$ cat src/rtl/bti_sram_ctrl.sv
// bti_sram_ctrl: BTI request port bridged to a single-port SRAM with an in-order response FIFO
module bti_sram_ctrl #(
  parameter int BTI_AW = 32,
  parameter int BTI_DW = 32,
  parameter int TIDW = 4,
  parameter int MEM_AW = 15,
  parameter logic [31:0] BASE = 32'h0,
  parameter int DEPTH = 4
) (
  input  logic                clk,
  input  logic                rst,
  input  logic                req_vld,
  output logic                req_rdy,
  input  logic [TIDW-1:0]     req_tid,
  input  logic [BTI_AW-1:0]   req_addr,
  input  logic                req_wr,
  input  logic [BTI_DW-1:0]   req_wdata,
  input  logic [BTI_DW/8-1:0] req_strb,
  output logic                rsp_vld,
  input  logic                rsp_rdy,
  output logic [TIDW-1:0]     rsp_tid,
  output logic [BTI_DW-1:0]   rsp_data,
  output logic                rsp_ok,
  output logic                mem_cs,
  output logic                mem_we,
  output logic [BTI_DW/8-1:0] mem_wstrb,
  output logic [MEM_AW-1:0]   mem_addr,
  output logic [BTI_DW-1:0]   mem_wdata,
  input  logic [BTI_DW-1:0]   mem_rdata
);
  localparam int PW = $clog2(DEPTH);
  localparam int CW = $clog2(DEPTH+1);
  logic [BTI_AW-1:0] off;
  logic              in_range, acc, push, pop;
  logic              pend_vld, pend_wr, pend_err;
  logic [TIDW-1:0]   pend_tid;
  logic [PW-1:0]     wptr, rptr;
  logic [CW-1:0]     fifo_cnt;
  logic [CW:0]       occ;
  logic [TIDW-1:0]   q_tid [DEPTH];
  logic [BTI_DW-1:0] q_data [DEPTH];
  logic              q_ok [DEPTH];
  assign rsp_vld  = fifo_cnt != '0;
  assign rsp_tid  = q_tid[rptr];
  assign rsp_data = q_data[rptr];
  assign rsp_ok   = q_ok[rptr];
  // decode, admission (pending stage counts as occupied) and SRAM drive
  always_comb begin
    off = req_addr - BTI_AW'(BASE);
    in_range = (off >> (MEM_AW+2)) == '0 && off[1:0] == 2'b00;
    occ = {1'b0, fifo_cnt} + {{CW{1'b0}}, pend_vld};
    req_rdy = !rst && occ < (CW+1)'(DEPTH);
    acc = req_vld && req_rdy;
    mem_cs = acc && in_range;
    mem_we = mem_cs && req_wr;
    mem_wstrb = mem_we ? req_strb : '0;
    mem_addr = off[MEM_AW+1:2];
    mem_wdata = req_wdata;
    push = pend_vld;
    pop = rsp_vld && rsp_rdy;
  end
  // pending stage: remembers the access issued this cycle until SRAM data returns
  always_ff @(posedge clk or posedge rst)
    if (rst) begin
      pend_vld <= 1'b0;
      pend_tid <= '0;
      pend_wr  <= 1'b0;
      pend_err <= 1'b0;
    end else begin
      pend_vld <= acc;
      pend_tid <= req_tid;
      pend_wr  <= req_wr;
      pend_err <= !in_range;
    end
  // FIFO pointers and occupancy
  always_ff @(posedge clk or posedge rst)
    if (rst) begin
      wptr     <= '0;
      rptr     <= '0;
      fifo_cnt <= '0;
    end else begin
      wptr     <= push ? (wptr == PW'(DEPTH-1) ? '0 : wptr + PW'(1)) : wptr;
      rptr     <= pop ? (rptr == PW'(DEPTH-1) ? '0 : rptr + PW'(1)) : rptr;
      fifo_cnt <= fifo_cnt + CW'(push) - CW'(pop);
    end
  // FIFO storage: writes and errors return zero data
  always_ff @(posedge clk)
    if (push) begin
      q_tid[wptr]  <= pend_tid;
      q_data[wptr] <= (pend_wr || pend_err) ? '0 : mem_rdata;
      q_ok[wptr]   <= !pend_err;
    end
  a_no_overflow: assert property (@(posedge clk) disable iff (rst) !(push && fifo_cnt == CW'(DEPTH)));
endmodule

$ cat config.mk
export PLATFORM = sky130hd
export DESIGN_NAME = bti_sram_ctrl
export DESIGN_NICKNAME = d
export VERILOG_FILES = /design/src/rtl/bti_sram_ctrl.sv
export SDC_FILE = /design/constraint.sdc
export NUM_CORES = 1
export LEC_CHECK = 0
export CORE_MARGIN = 5
export CORE_UTILIZATION = 30
export CTS_BUF_LIST = sky130_fd_sc_hd__clkbuf_4
export CTS_CLUSTER_DIAMETER = 150
export CTS_CLUSTER_SIZE = 40
export DETAILED_ROUTE_END_ITERATION = 10
export HOLD_SLACK_MARGIN = 0.08
export PLACE_DENSITY = 0.64
export SLEW_MARGIN = 10
export SYNTH_ARGS = -nofsm -noshare
export SYNTH_HDL_FRONTEND = slang
export SYNTH_SLANG_ARGS = --single-unit
$ cat constraint.sdc
create_clock -name clk -period 2.1 [get_ports clk]
set_input_delay 0.21 -clock clk [delete_from_list [all_inputs] [get_ports clk]]
set_output_delay 0.21 -clock clk [all_outputs]
set_load 0.005 [all_outputs]
# [Word level (Yosys, flattened, before mapping)]
# Memory sizes are Yosys's and may differ from the RTL's.
# Index checks and enable logic that the tools add are counted.
[totals] reg_bits=14 mem_bits_rw=148 inputBits=109 output_inout_bits=92 wordCells=37 memories=3
[classes] add_sub_neg=5 order_cmp=1 eq_ne=2 muxes=6 reduce_logical=13
[memory_table] name="q_data" words=4 width=32 read_ports=1 rd_ports_with_merged_regs=0 wr=1 line_no="41" rtl="logic [BTI_DW-1:0] q_data [DEPTH];"
[memory_table] name="q_tid" words=4 width=4 read_ports=1 rd_ports_with_merged_regs=0 wr=1 line_no="40" rtl="logic [TIDW-1:0] q_tid [DEPTH];"
[memory_table] name="q_ok" words=4 width=1 read_ports=1 rd_ports_with_merged_regs=0 wr=1 line_no="42" rtl="logic q_ok [DEPTH];"
[ops] operator="zero test 32 bit" count=1
[ops] operator="two-way mux 32 bit" count=1
[ops] operator="logical AND 1 bit" count=6
[ops] operator="adder 2 x 1 -> 2 bit, second input constant" count=2
[ops] operator="adder 3 x 1 -> 4 bit" count=1
[ops] operator="equality test 2 bit, second input constant" count=2
[ops] operator="< comparator 4 x 3 -> 1 bit, second input constant" count=1
[ops] operator="two-way mux 2 bit" count=2
[ops] operator="two-way mux 4 bit" count=1
[ops] operator="adder 3 x 1 -> 3 bit" count=1
[ops] operator="zero test 1 bit" count=3
[ops] operator="nonzero test 3 bit" count=1
[ops] operator="subtractor 3 x 1 -> 3 bit" count=1
[ops] operator="zero test 2 bit" count=1
[ops] operator="two-way mux 1 bit" count=2
[ops] operator="logical OR 1 bit" count=1

# [Longest topological paths before layout]
[depth] ltp_word=7 depth_mapped=9 ltp_nobuf=9

# [Least setup slack after synthesis]
# OpenSTA, ideal clock, no wires.
[synth_path] kind="register to register" startpoint="register fifo_cnt[1]" endpoint="register fifo_cnt[2]" setup_time_ns=0.122 arrival_ns=1.979 t_required_ns=1.978 path_slack_ns=0.000 stages_incl_launch_ff=10 n_path_buf=0 period_less_slack_ns=2.100 path_cell_list="dfrtp_1 > or3_1 > nand2_1 > inv_1 > ha_1 > inv_1 > ha_1 > inv_1 > fa_1 > xor2_1"
[synth_via] elab_chain_len=3 elab_cells_between_ends=4 cone_classes="2 x add/sub; 2 x reduce/logical"
[synth_lines] element="start: declaration" line_no="38" rtl="logic [CW-1:0] fifo_cnt;"
[synth_lines] element="start signal: assignment" line_no="84" rtl="fifo_cnt <= fifo_cnt + CW'(push) - CW'(pop);"
[synth_lines] element="nonzero test 3 bit" line_no="43" rtl="assign rsp_vld = fifo_cnt != '0;"
[synth_lines] element="via rsp_vld" line_no="19" rtl="output logic rsp_vld,"
[synth_lines] element="logical AND 1 bit" line_no="60" rtl="pop = rsp_vld && rsp_rdy;"
[synth_lines] element="via pop" line_no="34" rtl="logic in_range, acc, push, pop;"
[synth_lines] element="subtractor 3 x 1 -> 3 bit" line_no="84"
# The timed path passes the listed nets, and every way through them passes these cells.
# A chain may end at the register's enable or synchronous reset.

# [Worst setup path after layout]
[layout_path] startpoint="register fifo_cnt[2]" endpoint="output mem_we"
[layout_via] elab_chain_len=6
[layout_lines] element="adder 3 x 1 -> 4 bit" line_no="51" rtl="occ = {1'b0, fifo_cnt} + {{CW{1'b0}}, pend_vld};"
[layout_lines] element="< comparator 4 x 3 -> 1 bit" line_no="52" rtl="req_rdy = !rst && occ < (CW+1)'(DEPTH);"
[layout_lines] element="logical AND 1 bit" line_no="52"
[layout_lines] element="logical AND 1 bit" line_no="53" rtl="acc = req_vld && req_rdy;"
[layout_lines] element="logical AND 1 bit" line_no="54" rtl="mem_cs = acc && in_range;"
[layout_lines] element="logical AND 1 bit" line_no="55" rtl="mem_we = mem_cs && req_wr;"
[layout_lines] element="end: declaration" line_no="25" rtl="output logic mem_we,"
# Every way passes these cells.

==> results.cfg <==
[timing]
worst_slew_pin_slew_ns = 1.11
relSlewSlack = 0.262
grt_setup_unrepaired = yes
layout_setup_ws_ns = -0.430
timing.clock.skew_ns = 0.0243
timing.final.hold_violations = 0
fmax_mhz = 395
setup_tns_ns = -4.29
finalWorstPathRequiredPeriod_ns = 2.53
final-max-slew-violation-count = 0
period_share = 1.20
setup_violation_total_in_the_final_timing_report = 34

[detailed_routing]
drtAntennaViolNets = 0
vias = 3387
wire_per_inst_um = 20.9
remaining_drc_errors = 0
postRouteWirelength_um = 15600
drt_pre_antenna_iters = 4
dr_vias_cell = 4.53
drtIter0Drc = 128

[setup_path]
r2r_cell_count = 10
slowest_delay_ns = 0.44
worst_r2r_startpoint = fifo_cnt[1]
r2r_end = fifo_cnt[2]
path_max_fanout = 5
ff2ff_setup_slack_ns = -0.16
critical_path.cell_chain = ha_2 > and4b_1 > mux2i_2 > or3b_4 > buf_6 > nor3_2 > buf_2
timing.critical_path.arrival_ns = 2.32
crit_buf_inv = 2
criticalPathCategory = reg -> out
cp_top_delay_family = simple AND/OR/NAND/NOR gates
worst_path_max_delay_cell = dfrtp_1
req_time_crit_path_ns = 1.89
end_kind = primary output
critPathLaunchType = register
source_of_the_critical_timing_path = fifo_cnt[2]

[floorplanning]
placement_rows = 54
overall_die_area_um2 = 25300
io_pins = 201
chipWidth_um = 159
die_y_um = 159
core_um2 = 21800
initial_core_utilization = 0.305

[power_and_ir_drop]
power.ir.vdd_worst_uv = 328
power_per_cell_area_nw_per_um2 = 1010
leakagePower_nw = 3.15

[final_layout]
multi_input_area_um2 = 1420
num_antenna_cells = 0
layout.cells.most_common_list = edfxtp_1, clkdlybuf4s50_1, mux4_2
layout-drive-gt1-share = 0.355
fillCellCount = 2043
area_delta_synth_final_pct = 25.1
nets = 572
layout.cells.most_common = edfxtp_1
post-route-cell-area_um2 = 8330
sequential_cell_area_um2 = 4800

[synthesis]
synth.yosys.seq_area_share = 0.720
post_synth.cell_area_avg_um2 = 19.1
netlist-cell-type-count = 30
dominantRegCellSynth = edfxtp_1
postSynth.asyncResetShare = 0.0864
yosysTopAreaCell = edfxtp_1
syn_nets = 467
yosys_register_bits = 162
synth_area_um2 = 6660
synthCells = 349
netlist_top_cells_area = edfxtp_1, mux4_2, buf_4
synth-edff-count = 148
yosysWarnings = 0
yosys.area.top_type_share = 0.668

[placement]
port_buffers = 106
detailedPlacementHpwl_um = 9900
place_congestion = 0.764
post_dp_cell_area_um2 = 7840

[run_status]
failing_checks = negative setup slack
outcome = finished, violations left

[clock_tree]
clk_path_buf_depth = 2
cts-root-buf = clkbuf_4
cts_bufs_inserted = 17
latest_clock_arrival_within_the_worst_skew_pair_ns = 0.53
cts.reportedPaths.clkPinSlew_ns = 0.14
cts_h_tree_depth = 4
clock_sinks = 162
tritoncts = yes

[global_routing]
gr-usage-met2 = 0.232
gr-usage-met1 = 0.133
grt_overflow_total = 0
grt_pass1_vias = 3936
grt.met3_usage = 0.0409
grt_pass1_wl_um = 23800
groute.usage.overall = 0.126
grt_max_degree = 38
antenna_found_initial = 0
globalRoute.busiestLayer = met2

[hold_path]
worstHoldPathType = in -> async

[job]
cap_violations = 0
==> layout make-up <==
type	instances	share of cell area
Clock buffer	22	0.0198
Clock inverter	10	0.0132
Inverter	12	0.00541
Multi-Input combinational cell	114	0.170
Sequential cell	162	0.576
Tap cell	280	0.0421
Timing Repair Buffer	147	0.174
==> cell families after synthesis <==
kind of cell | synth area share
xor gates and xnor gates | 0.00132
and+or+nand+nor | 0.0571
buffers and inverters | 0.0712
AOI/OAI and AO/OA | 0.00376
muxes | 0.128
adders and majority gates | 0.0180
DFF | 0.720
==> metal layers <==
| metal | vias to the layer above | routed length (µm) |
|---|---|---|
| li1 | 1497 | - |
| met1 | 1728 | 5700 |
| met2 | 115 | 8540 |
| met3 | 47 | 915 |
| met4 | 0 | 464 |
| met5 | - | 0 |
==> per-stage QoR <==
step	utilization	hold slack, ns	setup WS [ns]	total power, mW	instances
after CTS	0.384	0.0936	-0.538	8.76	752
after floorplan	-	0.0992	0.0156	5.13	349
after detailed placement	0.359	0.420	-0.505	6.26	690
final	0.382	0.140	-0.430	8.43	747
after global routing	0.382	0.148	-0.604	8.96	747
after global placement	0.359	0.420	-0.516	6.19	690
==> state kept, by name (all words and copies together), names as in the netlist <==
register and cells:
fifo_cnt 3, pend_err 1, pend_tid 4, pend_vld 1
pend_wr 1, q_data 128, q_ok 4, q_tid 16
rptr 2, wptr 2
==> how the worst max path moves through the flow <==
stage / cells after the start / endpoint / slack, ns
after detailed placement: 7 / mem_wstrb[0] / -0.50
after CTS: 7 / mem_we / -0.54
after global placement: 7 / mem_wstrb[1] / -0.52
after global routing: 7 / mem_we / -0.60
after floorplan: 9 / fifo_cnt[2] / 0.02
final: 7 / mem_we / -0.43
==> synth_stat cells (2+ instances only) <==
cell / number
edfxtp_1: 148
buf_4: 50
mux4_2: 37
and2_1: 36
dfrtp_1: 14
inv_1: 11
ha_1: 8
nand2_1: 6
nor3_2: 5
buf_2: 4
clkbuf_1: 4
nor2_1: 4
nor4_1: 3
buf_1: 2
o21ai_0: 2
==> repair_timing <==
action                                 4_1_cts  5_1_grt
gates resized for setup                    184       35
setup endpoints to repair                   47       47
hold buffers                                 4        0
endpoints found under the hold margin        4        0
gates cloned                                 4        0
setup buffers                               74        6
pin swaps                                    7        4
==> where the power goes <==
part	switching, mW	internal [mW]
clock	1.02	0.765
combinational	1.18	1.67
sequential	0.0916	3.71
==> worst register-to-register path: cells and delay by family, from the launching register on <==
kind                     cells  cell delay, ns
XOR/XNOR                     1            0.17
adder cells (fa/ha/maj)      3            0.79
buffers and inverters        4            0.30
flip-flops                   1            0.42
AND/OR/NAND/NOR              2            0.49
(Power assumes the default switching activity.)
==> RTL change 1: new RTL, config.mk and constraints unchanged <==
Change the parameter `MEM_AW` from 15 to 13.
--- a/src/rtl/bti_sram_ctrl.sv
+++ b/src/rtl/bti_sram_ctrl.sv
@@ -3,7 +3,7 @@
   parameter int BTI_AW = 32,
   parameter int BTI_DW = 32,
   parameter int TIDW = 4,
-  parameter int MEM_AW = 15,
+  parameter int MEM_AW = 13,
   parameter logic [31:0] BASE = 32'h0,
   parameter int DEPTH = 4
 ) (
Ports: changed (resized mem_addr); port bits go from 201 to 199. No check against the original RTL was run, so the function may have changed too.
==> RTL change 1 against the unedited design <==
- the flow still finishes with violations (negative setup slack)
- cell area is 2.7% higher
- first-iteration DRC count is 27% higher
- critical path depth stayed put
- clock skew is 2.2 ps higher
- routed wire length is 5.3% lower
- sequential cell count stayed put
- worst hold slack better by 79 ps
- worst setup slack better by 31 ps
- total power is 2.6% higher
- synthesized area hardly changed
==> RTL change 1: results (changes against the unedited design) <==
| Metric | Value |
|---|---|
| Status | `finished with violations (unchanged)` |
| Failing checks | `negative setup slack (unchanged)` |
| Fraction of layout instances using a drive strength above 1 | `0.400 (was 0.355)` |
| Largest vdd supply drop | `0.500 mV (was 0.328 mV)` |
| Number of global-route vias before repair | `3962 (was 3936)` |
| Placed instance area | `7910 sq um (was 7840 sq um)` |
| WL final | `14800 um (was 15600 um)` |
| Worst r2r src | `fifo_cnt[2] (was fifo_cnt[1])` |
| Syn avg cell area | `19.2 sq um (was 19.1 sq um)` |
| WP data arrival | `2290 ps (was 2320 ps)` |
| IO Port Bufs | `108 (was 106)` |
| Fin nets | `592 (was 572)` |
| FF-to-FF End | `rptr[1] (was fifo_cnt[2])` |
| Largest cells by area after synthesis | `edfxtp_1 67%, mux4_2 13%, buf_4 5.4% (was edfxtp_1 67%, mux4_2 13%, buf_4 5.6%)` |
| Syn_nets | `465 (was 467)` |
| Dpl cells | `697 (was 690)` |
| Final GP Congestion | `0.696 (was 0.764)` |
| Via count | `3488 (was 3387)` |
| Top fanout value on the critical path | `4 (was 5)` |
| Setup ws final | `-399 ps (was -430 ps)` |
| Final HPWL DP | `9560 um (was 9900 um)` |
| R2r setup slk | `-330 ps (was -160 ps)` |
| Global Route Usage Sum | `0.118 (was 0.126)` |
| Final Setup Violations | `41 (was 34)` |
| Slew @ Worst Pin | `606 ps (was 1110 ps)` |
| Fillers | `2023 (was 2043)` |
| FF-to-FF path depth | `15 (was 10)` |
| Drt first-iter violations | `163 (was 128)` |
| Avg WL per Cell | `19.3 um (was 20.9 um)` |
| Initial antenna violation count | `1 (was 0)` |
| Clock transition at path regs | `around 150 ps` |
| First-pass GRT wire length | `22800 um (was 23800 um)` |
| Layout Skew | `26.5 ps (was 24.3 ps)` |
| Seq/Total Area, Yosys | `0.721 (was 0.720)` |
| Smallest hold slack | `219 ps (was 140 ps)` |
| Worst-Skew Late Latency | `550 ps (was 530 ps)` |
| Most common flop cell mapped by yosys | `edfxtp_1 (unchanged)` |
| Leak | `3.27 nW (was 3.15 nW)` |
## RTL change 1: metrics by stage
| step | setup WS, ps | utilization | TNS [ps] |
|---|---|---|---|
| after floorplan | 15.6 | - | 0 |
| after global placement | -460 | 0.363 | -2650 |
| after detailed placement | -430 | 0.363 | -2650 |
| after CTS | -485 | 0.387 | -13610 |
| after global routing | -556 | 0.392 | -12480 |
| final | -399 | 0.392 | -6900 |
## RTL change 1: cell type report
type,count,share of cell area
inverter,12,0.00527
multi-input combinational,114,0.173
clock buffer,17,0.0149
antenna,1,0.000293
tap,280,0.0410
timing repair buffer,167,0.187
clock inverter,15,0.0178
sequential,162,0.561
## RTL change 1: critical path: stages (launching register included)
cell     delay, ps
dfrtp_1        410
ha_2           180
and4b_1        260
mux2i_2         90
or3b_4         420
buf_6          140
nor3_4          90
buf_2          130
## RTL change 1: worst max path at each step
stage | end | start | slack, ps | cells past startpoint
finish | mem_wstrb[0] | fifo_cnt[1] | -400 | 7
global route | mem_wstrb[2] | fifo_cnt[1] | -560 | 7
CTS | mem_wstrb[0] | fifo_cnt[2] | -480 | 7
detailed placement | mem_wstrb[0] | req_addr[21] | -430 | 7
global placement | mem_wstrb[0] | req_addr[21] | -460 | 7
floorplan | fifo_cnt[2] | fifo_cnt[1] | 20 | 9
## RTL change 1: kinds of logic (layout without fill, tap and decap cells)
family	after synthesis	after routing	share of synthesized area
flops	162	162	0.721
buf+inv	71	211	0.0690
simple gates	61	61	0.0585
mux	39	39	0.128
fa+ha+maj	9	9	0.0181
compound gates	4	4	0.00376
xor+xnor	1	1	0.00132
other cells	0	1	0
## RTL change 1: what timing repair did
action | CTS | global route
hold buffers | 4 | 0
hold endpoints to repair | 4 | 0
endpoints found under the setup margin | 47 | 49
cloned | 2 | 0
setup buffers | 29 | 11
pin swaps | 12 | 7
resized for setup | 186 | 53
## RTL change 1: layer usage
metal | GRT usage | up-vias | share of wire
li1 | - | 1540 | -
met1 | 0.136 | 1784 | 0.39
met2 | 0.199 | 112 | 0.51
met3 | 0.0371 | 52 | 0.058
met4 | 0.0601 | 0 | 0.039
met5 | 0 | - | 0
## RTL change 1: report_power, final
part,internal [mW],switching (mW),total [mW]
clock,0.716,1.11,1.83
sequential,3.71,0.0915,3.80
combinational,1.79,1.23,3.02
==> RTL change 2: new RTL, same settings <==
Without the edit above. Reset style: synchronous (`rst`), changed in 2 clocked blocks.
--- a/src/rtl/bti_sram_ctrl.sv
+++ b/src/rtl/bti_sram_ctrl.sv
@@ -60,7 +60,7 @@
     pop = rsp_vld && rsp_rdy;
   end
   // pending stage: remembers the access issued this cycle until SRAM data returns
-  always_ff @(posedge clk or posedge rst)
+  always_ff @(posedge clk)
     if (rst) begin
       pend_vld <= 1'b0;
       pend_tid <= '0;
@@ -73,7 +73,7 @@
       pend_err <= !in_range;
     end
   // FIFO pointers and occupancy
-  always_ff @(posedge clk or posedge rst)
+  always_ff @(posedge clk)
     if (rst) begin
       wptr     <= '0;
       rptr     <= '0;
Formal check against the unedited RTL: differs if rst is asserted again (counterexample within 4 cycles, from zero or initial values and one cycle with rst high); with rst held inactive, the same outputs for 10 cycles.
==> RTL change 2 against the unedited design <==
- the flow still finishes with violations (negative setup slack)
- die area increased by 0.31%
- sequential cell count is 2 higher
- sequential share of layout area down 0.61 points
- cell area up 0.54%
- synthesized area up 0.34%
- worst setup slack better by 130 ps
- register-to-register slack gained 90 ps
- total power fell by 7.2%
- routed wire length shrank 1.3%
- combinational power is 26% lower
==> RTL change 2: results (changes against the unedited design) <==
| Metric | Value |
|---|---|
| Final Setup Violations | `14 (was 34)` |
| Failing checks | `negative setup slack (unchanged)` |
| Hold Path Class | `primary input to flop (was primary input to asynchronous set/reset pin)` |
| NonClk Buf Share | `0.164 (was 0.174)` |
| Int Power | `5.91 mW (was 6.14 mW)` |
| Hold_buf cts | `0 (was 4)` |
| Syn avg cell area | `18.5 sq um (was 19.1 sq um)` |
| Compound-Gate Fraction of Synth Area | `0.00262 (was 0.00376)` |
| Metal2 WL | `8650 um (was 8540 um)` |
| Final std cells w/o fill | `757 (was 747)` |
| Via count | `3417 (was 3387)` |
| Met3 wire length | `893 um (was 915 um)` |
| Comb_multi_in | `127 (was 114)` |
| Worst slew margin | `0.272 (was 0.262)` |
| Cell Area, Synth | `6680 sq um (was 6660 sq um)` |
| Seq/Total Area, Yosys | `0.713 (was 0.720)` |
| Syn_nets | `480 (was 467)` |
| Placed instance area | `7860 sq um (was 7840 sq um)` |
| Largest vdd supply drop | `0.367 mV (was 0.328 mV)` |
| Final GP Congestion | `0.710 (was 0.764)` |
| XOR/XNOR share of the synthesized area | `0.00131 (was 0.00132)` |
| Fillers | `2080 (was 2043)` |
| Drt first-iter violations | `212 (was 128)` |
| Clock Sinks | `164 (was 162)` |
| Non-Clock Buffer Count | `145 (was 147)` |
| Yosys cell types | `27 (was 30)` |
| Global Route Usage Sum | `0.121 (was 0.126)` |
| Setup ws final | `-298 ps (was -430 ps)` |
| Multi-input gate share of total cell area | `0.184 (was 0.170)` |
| Fraction of layout instances using a drive strength above 1 | `0.377 (was 0.355)` |
| Top post-synthesis cells by count | `148 x edfxtp_1, 48 x buf_4, 37 x mux4_2 (was 148 x edfxtp_1, 50 x buf_4, 37 x mux4_2)` |
| Post-Synth Adder-Cell Area | `0.0180 (about the same)` |
| Util after Layout | `0.383 (was 0.382)` |
| Setup TNS | `-1940 ps (was -4290 ps)` |
| Status | `finished with violations (unchanged)` |
| Comb. pwr | `2.12 mW (was 2.85 mW)` |
| Dpl cells | `704 (was 690)` |
| Inverters | `9 (was 12)` |
| Fin nets | `582 (was 572)` |
| Crit-path slowest cell | `or3b_4 (was dfrtp_1)` |
| Met1 WL | `5400 um (was 5700 um)` |
| Clk pwr | `1.89 mW (was 1.78 mW)` |
| First-pass GRT wire length | `23100 um (was 23800 um)` |
==> RTL change 2: kinds of logic after synthesis <==
kind of cell,after synthesis
xor gates and xnor gates,1
buffers and inverters,71
DFF,164
and+or+nand+nor,74
adders and majority gates,9
muxes,40
AOI/OAI and AO/OA,3
==> RTL change 2: final timing paths <==
| kind | slack, ps | from | to | cells after the start |
|---|---|---|---|---|
| max | -300 | fifo_cnt[1] | mem_we | 7 |
| max reg2reg | -70 | fifo_cnt[2] | fifo_cnt[1] | 11 |
| min | 230 | req_tid[1] | pend_tid[1] | 2 |
| min reg2reg | 490 | rptr[1] | flop | 2 |
==> RTL change 2: repair_timing <==
action                     CTS  global route
setup endpoints to repair   47            47
buffers inserted            17             6
cloned                       3             1
resized for setup          188            34
pin swaps                   11             8
==> RTL change 2: layer usage <==
metal	global-route usage	vias to the layer above
met5	0	-
met4	0.0500	0
met3	0.0406	57
met2	0.225	121
met1	0.124	1706
li1	-	1533
